===== src/rtl/multdiv_sequential.sv =====
// Signed 32-bit multiply/divide, one add/sub-shift step per clock on operand magnitudes.
// Latency: result strobe 34 cycles after the start edge; a new start from any state aborts and restarts.
module multdiv_sequential #(
    parameter int WIDTH = 32,
    parameter int CNT_W = 6
) (
    input  logic             clock,
    input  logic             reset,
    input  logic [WIDTH-1:0] data_operandA,
    input  logic [WIDTH-1:0] data_operandB,
    input  logic             ctrl_MULT,
    input  logic             ctrl_DIV,
    output logic [WIDTH-1:0] data_result,
    output logic             data_exception,
    output logic             data_resultRDY
);

    typedef enum logic [2:0] {
        IDLE,
        RUN_MULT,
        RUN_DIV,
        FIX,
        DONE
    } state_t;

    state_t             state, state_nxt;
    logic [CNT_W-1:0]   counter;
    logic [2*WIDTH-1:0] prod;
    logic [WIDTH-1:0]   mag_a, mag_b;
    logic               neg;
    logic               is_mult;

    logic               start;
    logic               iter_done;
    logic [WIDTH-1:0]   abs_a, abs_b;
    logic [WIDTH:0]     mul_hi;
    logic [WIDTH:0]     div_r;
    logic               div_ge;
    logic [WIDTH-1:0]   div_sub;
    logic [WIDTH-1:0]   div_rem;
    logic [2*WIDTH-1:0] prod_s;
    logic [WIDTH-1:0]   quo_s;
    logic               mul_exc;
    logic [WIDTH-1:0]   fix_result;
    logic               fix_exc;

    assign start     = ctrl_MULT | ctrl_DIV;
    assign iter_done = (counter == CNT_W'(WIDTH));
    assign abs_a     = data_operandA[WIDTH-1] ? -data_operandA : data_operandA;
    assign abs_b     = data_operandB[WIDTH-1] ? -data_operandB : data_operandB;

    // Multiply: upper half of prod accumulates, lower half holds the multiplier bits still to consume.
    assign mul_hi = {1'b0, prod[2*WIDTH-1:WIDTH]} + (prod[0] ? {1'b0, mag_a} : '0);

    // Divide: upper half is the partial remainder, lower half shifts dividend out and quotient in.
    assign div_r   = {prod[2*WIDTH-1:WIDTH], prod[WIDTH-1]};
    assign div_ge  = (div_r >= {1'b0, mag_b});
    assign div_sub = div_r[WIDTH-1:0] - mag_b;
    assign div_rem = div_ge ? div_sub : div_r[WIDTH-1:0];

    assign prod_s  = neg ? -prod : prod;
    assign quo_s   = neg ? -prod[WIDTH-1:0] : prod[WIDTH-1:0];
    assign mul_exc = !((&prod_s[2*WIDTH-1:WIDTH-1]) | ~(|prod_s[2*WIDTH-1:WIDTH-1]));

    always_comb begin
        fix_result = '0;
        fix_exc    = 1'b0;
        if (is_mult) begin
            fix_result = prod_s[WIDTH-1:0];
            fix_exc    = mul_exc;
        end else if (mag_b == '0) begin
            fix_exc    = 1'b1;
        end else begin
            fix_result = quo_s;
            // Only a positive quotient of 2^WIDTH-1 magnitude (MIN / -1) cannot be represented.
            fix_exc    = !neg && prod[WIDTH-1];
        end
    end

    always_comb begin
        state_nxt = state;
        if (start) begin
            state_nxt = ctrl_MULT ? RUN_MULT : RUN_DIV;
        end else begin
            case (state)
                RUN_MULT, RUN_DIV: if (iter_done) state_nxt = FIX;
                FIX:               state_nxt = DONE;
                DONE:              state_nxt = IDLE;
                default:           state_nxt = IDLE;
            endcase
        end
    end

    always_ff @(posedge clock or posedge reset) begin
        if (reset) begin
            state <= IDLE;
        end else begin
            state <= state_nxt;
        end
    end

    always_ff @(posedge clock or posedge reset) begin
        if (reset) begin
            counter        <= '0;
            prod           <= '0;
            mag_a          <= '0;
            mag_b          <= '0;
            neg            <= 1'b0;
            is_mult        <= 1'b0;
            data_result    <= '0;
            data_exception <= 1'b0;
        end else if (start) begin
            counter <= '0;
            mag_a   <= abs_a;
            mag_b   <= abs_b;
            neg     <= data_operandA[WIDTH-1] ^ data_operandB[WIDTH-1];
            is_mult <= ctrl_MULT;
            prod    <= ctrl_MULT ? {{WIDTH{1'b0}}, abs_b} : {{WIDTH{1'b0}}, abs_a};
        end else begin
            case (state)
                RUN_MULT: if (!iter_done) begin
                    prod    <= {mul_hi, prod[WIDTH-1:1]};
                    counter <= counter + 1'b1;
                end
                RUN_DIV: if (!iter_done) begin
                    prod    <= {div_rem, prod[WIDTH-2:0], div_ge};
                    counter <= counter + 1'b1;
                end
                FIX: begin
                    data_result    <= fix_result;
                    data_exception <= fix_exc;
                end
                default: ;
            endcase
        end
    end

    assign data_resultRDY = (state == DONE);

endmodule


===== config.mk =====
export PLATFORM = sky130hd
export DESIGN_NAME = multdiv_sequential
export DESIGN_NICKNAME = d
export VERILOG_FILES = /design/src/rtl/multdiv_sequential.sv
export SDC_FILE = /design/constraint.sdc
export NUM_CORES = 1
export LEC_CHECK = 0
export CAP_MARGIN = 10
export CORE_MARGIN = 8
export CORE_UTILIZATION = 35
export CTS_BUF_LIST = sky130_fd_sc_hd__clkbuf_8
export CTS_CLUSTER_DIAMETER = 30
export DETAILED_ROUTE_END_ITERATION = 12
export DONT_BUFFER_PORTS = 1
export PLACE_DENSITY = 0.49
export SLEW_MARGIN = 20
export SYNTH_ARGS = -nofsm -noshare
export SYNTH_HDL_FRONTEND = slang
export SYNTH_SLANG_ARGS = --single-unit

===== constraint.sdc =====
create_clock -name clock -period 16.74 [get_ports clock]
set_input_delay 2.511 -clock clock [delete_from_list [all_inputs] [get_ports clock]]
set_output_delay 2.511 -clock clock [all_outputs]
set_load 0.02 [all_outputs]

## After elaboration in Yosys (flattened, before gate mapping)

Index checks and enable logic that the tools add are counted.

| storage, ports and cells | value |
|---|---|
| flip-flop bits (word level) | 172 |
| output and inout bits | 34 |
| word-level logic and storage cells | 65 |
| bits of input ports | 68 |

| operators by class | value |
|---|---|
| mux-type cells | 22 |
| order comparisons | 1 |
| add/subtract/negate cells | 7 |
| equality and inequality tests | 9 |
| bitwise gates (word level) | 5 |
| reduce and logical (&&, ||, !) cells | 12 |

Operator list:

| kind | count |
|---|---|
| 32-bit 2-to-1 mux | 8 |
| 64-bit 2-to-1 mux | 4 |
| 64-bit one-hot mux with 2 select lines | 1 |
| 32-bit negator | 3 |
| 64-bit negator | 1 |
| 32-bit by 32-bit adder with 33-bit output | 1 |
| 33-bit by 32-bit >= comparator with 1-bit output | 1 |
| 33-bit AND reduction | 1 |
| 33-bit OR reduction | 1 |
| 32-bit logical NOT | 1 |
| 32-bit subtractor | 1 |
| 6-bit 2-to-1 mux | 3 |
| 6-bit by 1-bit adder with 6-bit output, second input constant | 1 |
| 3-bit by 2-bit == test with 1-bit output, second input constant | 2 |
| 6-bit == test, second input constant | 1 |
| 3-bit 2-to-1 mux | 2 |
| 3-bit inequality test, second input constant | 2 |
| 3-bit one-hot mux with 2 select lines | 1 |
| 2-bit AND reduction | 2 |
| 3-bit by 1-bit == test with 1-bit output, second input constant | 1 |
| 3-bit == test, second input constant | 1 |
| 3-bit by 1-bit inequality test with 1-bit output, second input constant | 1 |
| 3-bit AND reduction | 1 |
| 3-bit nonzero test | 1 |
| other kinds (10) | 14 |

## Depth between registers and ports, before layout

| logic depth | value |
|---|---|
| depth in word-level cells | 7 |
| mapped depth | 15 |
| gate-level depth less buffers | 14 |

## Least setup slack after synthesis

No wires, ideal clock.

| timing | value |
|---|---|
| path type | input port to flip-flop |
| from | input data_operandB[9] |
| to | register prod[30] |
| cell stages on the path | 10 |
| buffers on the path | 0 |
| data arrival time | 5075 ps |
| required time | 16617 ps |
| library setup time | 123 ps |
| slack | 11542 ps |
| cells stage by stage | or4_1 nor3_1 nand2b_1 or2_2 or3_1 or3_1 o41ai_1 xor2_1 nand2_1 o221a_2 |

| on the way | value |
|---|---|
| word-level cells in the longest chain between the ends | 4 |

Ends and longest elaborated chain:

| item | RTL line | source |
|---|---|---|
| start: declaration | 10 | `input logic [WIDTH-1:0] data_operandB,` |
| 32-bit negator | 50 | `assign abs_b = data_operandB[WIDTH-1] ? -data_operandB : data_operandB;` |
| 32-bit 2-to-1 mux | 50 |  |
| 32-bit 2-to-1 mux | 118 | `prod <= ctrl_MULT ? {{WIDTH{1'b0}}, abs_b} : {{WIDTH{1'b0}}, abs_a};` |
| 64-bit 2-to-1 mux | 112 | `end else if (start) begin` |
| end signal: assignment | 118 |  |
| end signal: assignment | 122 | `prod <= {mul_hi, prod[WIDTH-1:1]};` |
| end signal: assignment | 126 | `prod <= {div_rem, prod[WIDTH-2:0], div_ge};` |
| end: declaration | 28 | `logic [2*WIDTH-1:0] prod;` |

No other way between the ends.
A chain may end at the register's enable or synchronous reset.

## Final worst setup path

Ends and elaborated chain as after synthesis.

==> metrics.md <==
| Metric | Value |
|---|---|
| Status | complete, no violations |
| GRT Residual Overflow | 0 |
| Critical Path RT | 17.13 ns |
| Slowest stage delay, CP | 0.57 ns |
| Mean cell area of the mapped netlist | 7.725 sq um |
| Initial antenna violation count | 0 |
| Leading cell types by total area after synthesis | dfrtp_1, xor2_1, nand2_1 |
| Final net count | 1952 |
| Critical-path cell list | or4_1 -> nor3_1 -> nand2b_1 -> or2_2 -> or3_1 -> or3_1 -> o41ai_1 -> xor2_1 -> nand2_1 -> o221a_2 |
| Top cell by count, worst path | or3_1 |
| Total power divided by cell area | 88.57 nW/um^2 |
| Post-Synthesis Cell Area | 14620 sq um |
| Starting Density | 35.16% |
| Number of rows created at floorplan | 75 |
| Number of flops mapped to enable cells by yosys | 0 |
| Clk root buf | clkbuf_8 |
| Remaining max-slew budget at the tightest pin | 29.93% |
| Flops & latches, synth | 172 |
| Count of distinct cell types in the synthesized netlist | 79 |
| Post-DP HPWL | 41920 microns |
| Unrepaired setup endpoints after global routing | no |
| Hold Fails Final Rpt | 0 |
| Nature of the critical path endpoint | register |
| H-Tree Depth | 4 |
| Number of clock buffers inserted by TritonCTS | 17 |
| Die outline area | 48560 sq um |
| Routed wire length per instance | 23.66 microns |
| Sw Pwr | 0.5757 mW |
| Static leakage power | 6.661 nW |
| DRT iter0 DRCs | 1394 |
| Fraction of the cycle the final worst path needs | 29.88% |
| Clock Tree Buf Depth | 2 |
| Period minus WS final | 5.002 ns |
| Number of iterations in the first detailed-routing pass | 6 |
| Vias per cell | 5.967 |
| Critical path type | in -> reg |
| Clock latency reported for the late side of the worst-skew pair | 0.50 ns |
| Port buffer count | 0 |
| Area share of the leading cell type in the synthesized netlist | 29.45% |
| Via count | 14.12k |
| Reg-to-reg slack, setup | 12.06 ns |
| Number of sinks driven by the clock tree | 172 |
| Largest net degree at the start of global routing | 82 |
| Clock network fraction of total power | 23.4% |
| Number of global-route vias before repair | 13.45k |
| Count of antenna-violating nets left after detailed routing | 0 |
| Buffers inserted during post-CTS setup optimization | 0 |
| Max-cap check violation count | 0 |
| Post-route non-filler standard cell count | 2366 |
| Vertical extent of the die | 220.4 microns |
| WL final | 55990 microns |
| Die width | 220.4 microns |
| Post-cts gate resize count | 0 |
| Hold-critical path depth | 2 |
| Crit-path slowest cell | or4_1 |
| CTS tree | done |
| Arrival time at the worst endpoint | 5.39 ns |
| Synthesized net count | 2031 |
| IO Pins | 102 |
| Maximum fanout along the worst path | 4 |
| Worst Reg-to-Reg Cells | 12 |
| Net switching share of the total power | 42.15% |
| Fmax | 199.9 MHz |
| Post-Syn Instances | 1892 |
| Worst clock skew | 0.01393 ns |
| Fraction of the yosys area taken by sequential cells | 29.45% |
| Number of slew-limit violations in the final report | 0 |
| Setup violations, final | 0 |
| Proportion of synthesized flip-flops having asynchronous set or reset | 100.0% |
| Number of DRC violations after detailed routing | 0 |
| Aggregate global-route resource usage | 22.75% |
| Clock transition at the register clock pins on the worst setup and hold paths after CTS | 0.09 ns |
| Wire length of the first global-routing pass | 83570 microns |
| Area growth syn-to-layout | 5.513% |
| Final Wtd Congestion | 0.9145 |
| Number of cells after detailed placement | 2333 |
| Placement Setup Slack | 11.25 ns |
| Slew at the pin closest to its max-slew limit | 1.038 ns |
| Fraction of layout instances using a drive strength above 1 | 4.272% |
| Cell taking the most area after synthesis | dfrtp_1 |
| Post-CTS Hold Fix Bufs | 0 |
| Share of power burned in registers | 44.1% |
| Number of synthesis warnings | 0 |
| Most used flip-flop cell after synthesis | dfrtp_1 |
| Min-Delay Path Class | reg -> reg |
| Worst setup margin | 11.74 ns |
| Pwr Total | 1.366 mW |
| Maximum vdd ir drop | 0.00005401 V |
| Summed negative setup slack over all endpoints | 0 ns |
| Internal Dissipation | 0.7902 mW |
| Fraction of power consumed by combinational cells | 32.4% |
| Startpoint kind of the worst setup timing path | input port |
| Core outline area | 41570 sq um |
==> through the flow <==
stage          utilization (%)  hold slack (ns)  area, sq um
2_1_floorplan                -           0.4418        14620
3_3_place_gp             36.12           0.4835        15010
3_5_place_dp             36.12           0.4726        15010
4_1_cts                  37.09           0.4931        15420
5_1_grt                  37.09           0.5396        15420
6_report                 37.10           0.4923        15420
==> layer usage <==
layer / global-route usage, % / vias up / wire (microns)
met5: 0 / - / 0
met4: 7.028 / 0 / 1554
met3: 4.565 / 68 / 3761
met2: 36.25 / 448 / 25690
met1: 30.70 / 6931 / 24990
li1: - / 6670 / -
==> layout by cell type (no fill, tap or decap), types with 13 or more instances in the layout <==
cell type / synthesis / routed
inv_1: 66 / 66
buf_4: 0 / 18
a31oi_1: 27 / 27
nand3_1: 35 / 35
o41ai_1: 22 / 21
nor4_1: 24 / 24
nand4_1: 18 / 18
o31ai_1: 36 / 36
and3_1: 18 / 18
mux2i_1: 13 / 13
xor2_1: 106 / 106
o211ai_1: 22 / 22
o21ai_0: 133 / 133
a211oi_1: 19 / 19
nor3_1: 58 / 57
and2_1: 43 / 43
or4_1: 18 / 18
clkbuf_8: 0 / 17
nand2_1: 235 / 234
nor2_1: 178 / 177
or3_1: 37 / 37
ha_1: 69 / 69
xnor2_1: 53 / 53
a21o_1: 25 / 25
nand2b_1: 16 / 15
dfrtp_1: 172 / 171
a21oi_1: 173 / 173
==> final cells by class <==
type	instances	area [sq um]
Antenna cell	1	2.502
Clock buffer	17	234.0
Clock inverter	15	171.4
Fill cell	4420	26150
Inverter	67	256.5
Multi-Input combinational cell	1537	9643
Sequential cell	172	4305
Tap cell	539	674.4
Timing Repair Buffer	18	135.1
==> cells in the mapped netlist, types with 7 or more instances <==
library cell / number
or2_2: 8
a21oi_1: 173
a21o_1: 25
nand2_1: 235
o31ai_1: 36
nor3_1: 58
and2_1: 43
a31oi_1: 27
o21ai_0: 133
inv_1: 66
nand4_1: 18
o32a_1: 8
o21a_1: 9
a211oi_1: 19
xnor2_1: 53
and4_1: 8
ha_1: 69
nand3_1: 35
nor2b_1: 12
a2111oi_0: 10
or4_1: 18
o31a_1: 8
xor2_1: 106
or3_1: 37
clkbuf_1: 103
nand2b_1: 16
o211ai_1: 22
and3_1: 18
dfrtp_1: 172
mux2i_1: 13
nor2_1: 178
o41ai_1: 22
nor4_1: 24
buf_1: 7
o21bai_1: 10
==> sequential cells by signal, indices dropped and copies added, names as in the netlist, 3 cells and up <==
register	flops
counter	6
mag_a	32
state	3
data_result	32
prod	64
mag_b	32
==> path summary, 6_finish.rpt <==
check                             end             start
setup / recovery             prod[30]  data_operandB[9]
hold / removal              mag_a[31]         mag_a[31]
setup reg to reg             prod[49]          prod[46]
hold reg to reg             mag_a[31]         mag_a[31]
max in group asynchronous    mag_b[5]             reset
min in group asynchronous  counter[3]             reset
==> power groups by stage <==
stage	Clock [mW]	Combinational, mW	Sequential [mW]
3_5_place_dp	0	0.440	0.611
3_3_place_gp	0	0.437	0.609
4_1_cts	0.328	0.442	0.602
6_report	0.320	0.443	0.603
2_1_floorplan	0	0.343	0.564
5_1_grt	0.345	0.492	0.611
==> worst max-delay path: cells and delay by family <==
kind             cells  cell delay, ns
AO/OA/AOI/OAI        2            0.43
XOR/XNOR             1            0.22
AND/OR/NAND/NOR      7            2.23
==> cell families (layout without fill, tap and decap cells) <==
group                      after synthesis  after routing  share of synthesized area (%)
other                                    0              1                              0
xor gates and xnor gates               159            159                          9.528
DFF                                    172            172                          29.45
muxes                                   15             15                          1.044
adders and majority gates               71             71                          6.180
and+or+nand+nor                        728            728                          24.19
buffers and inverters                  183            117                          4.836
AOI/OAI and AO/OA                      564            564                          24.77
(Power assumes the default switching activity.)
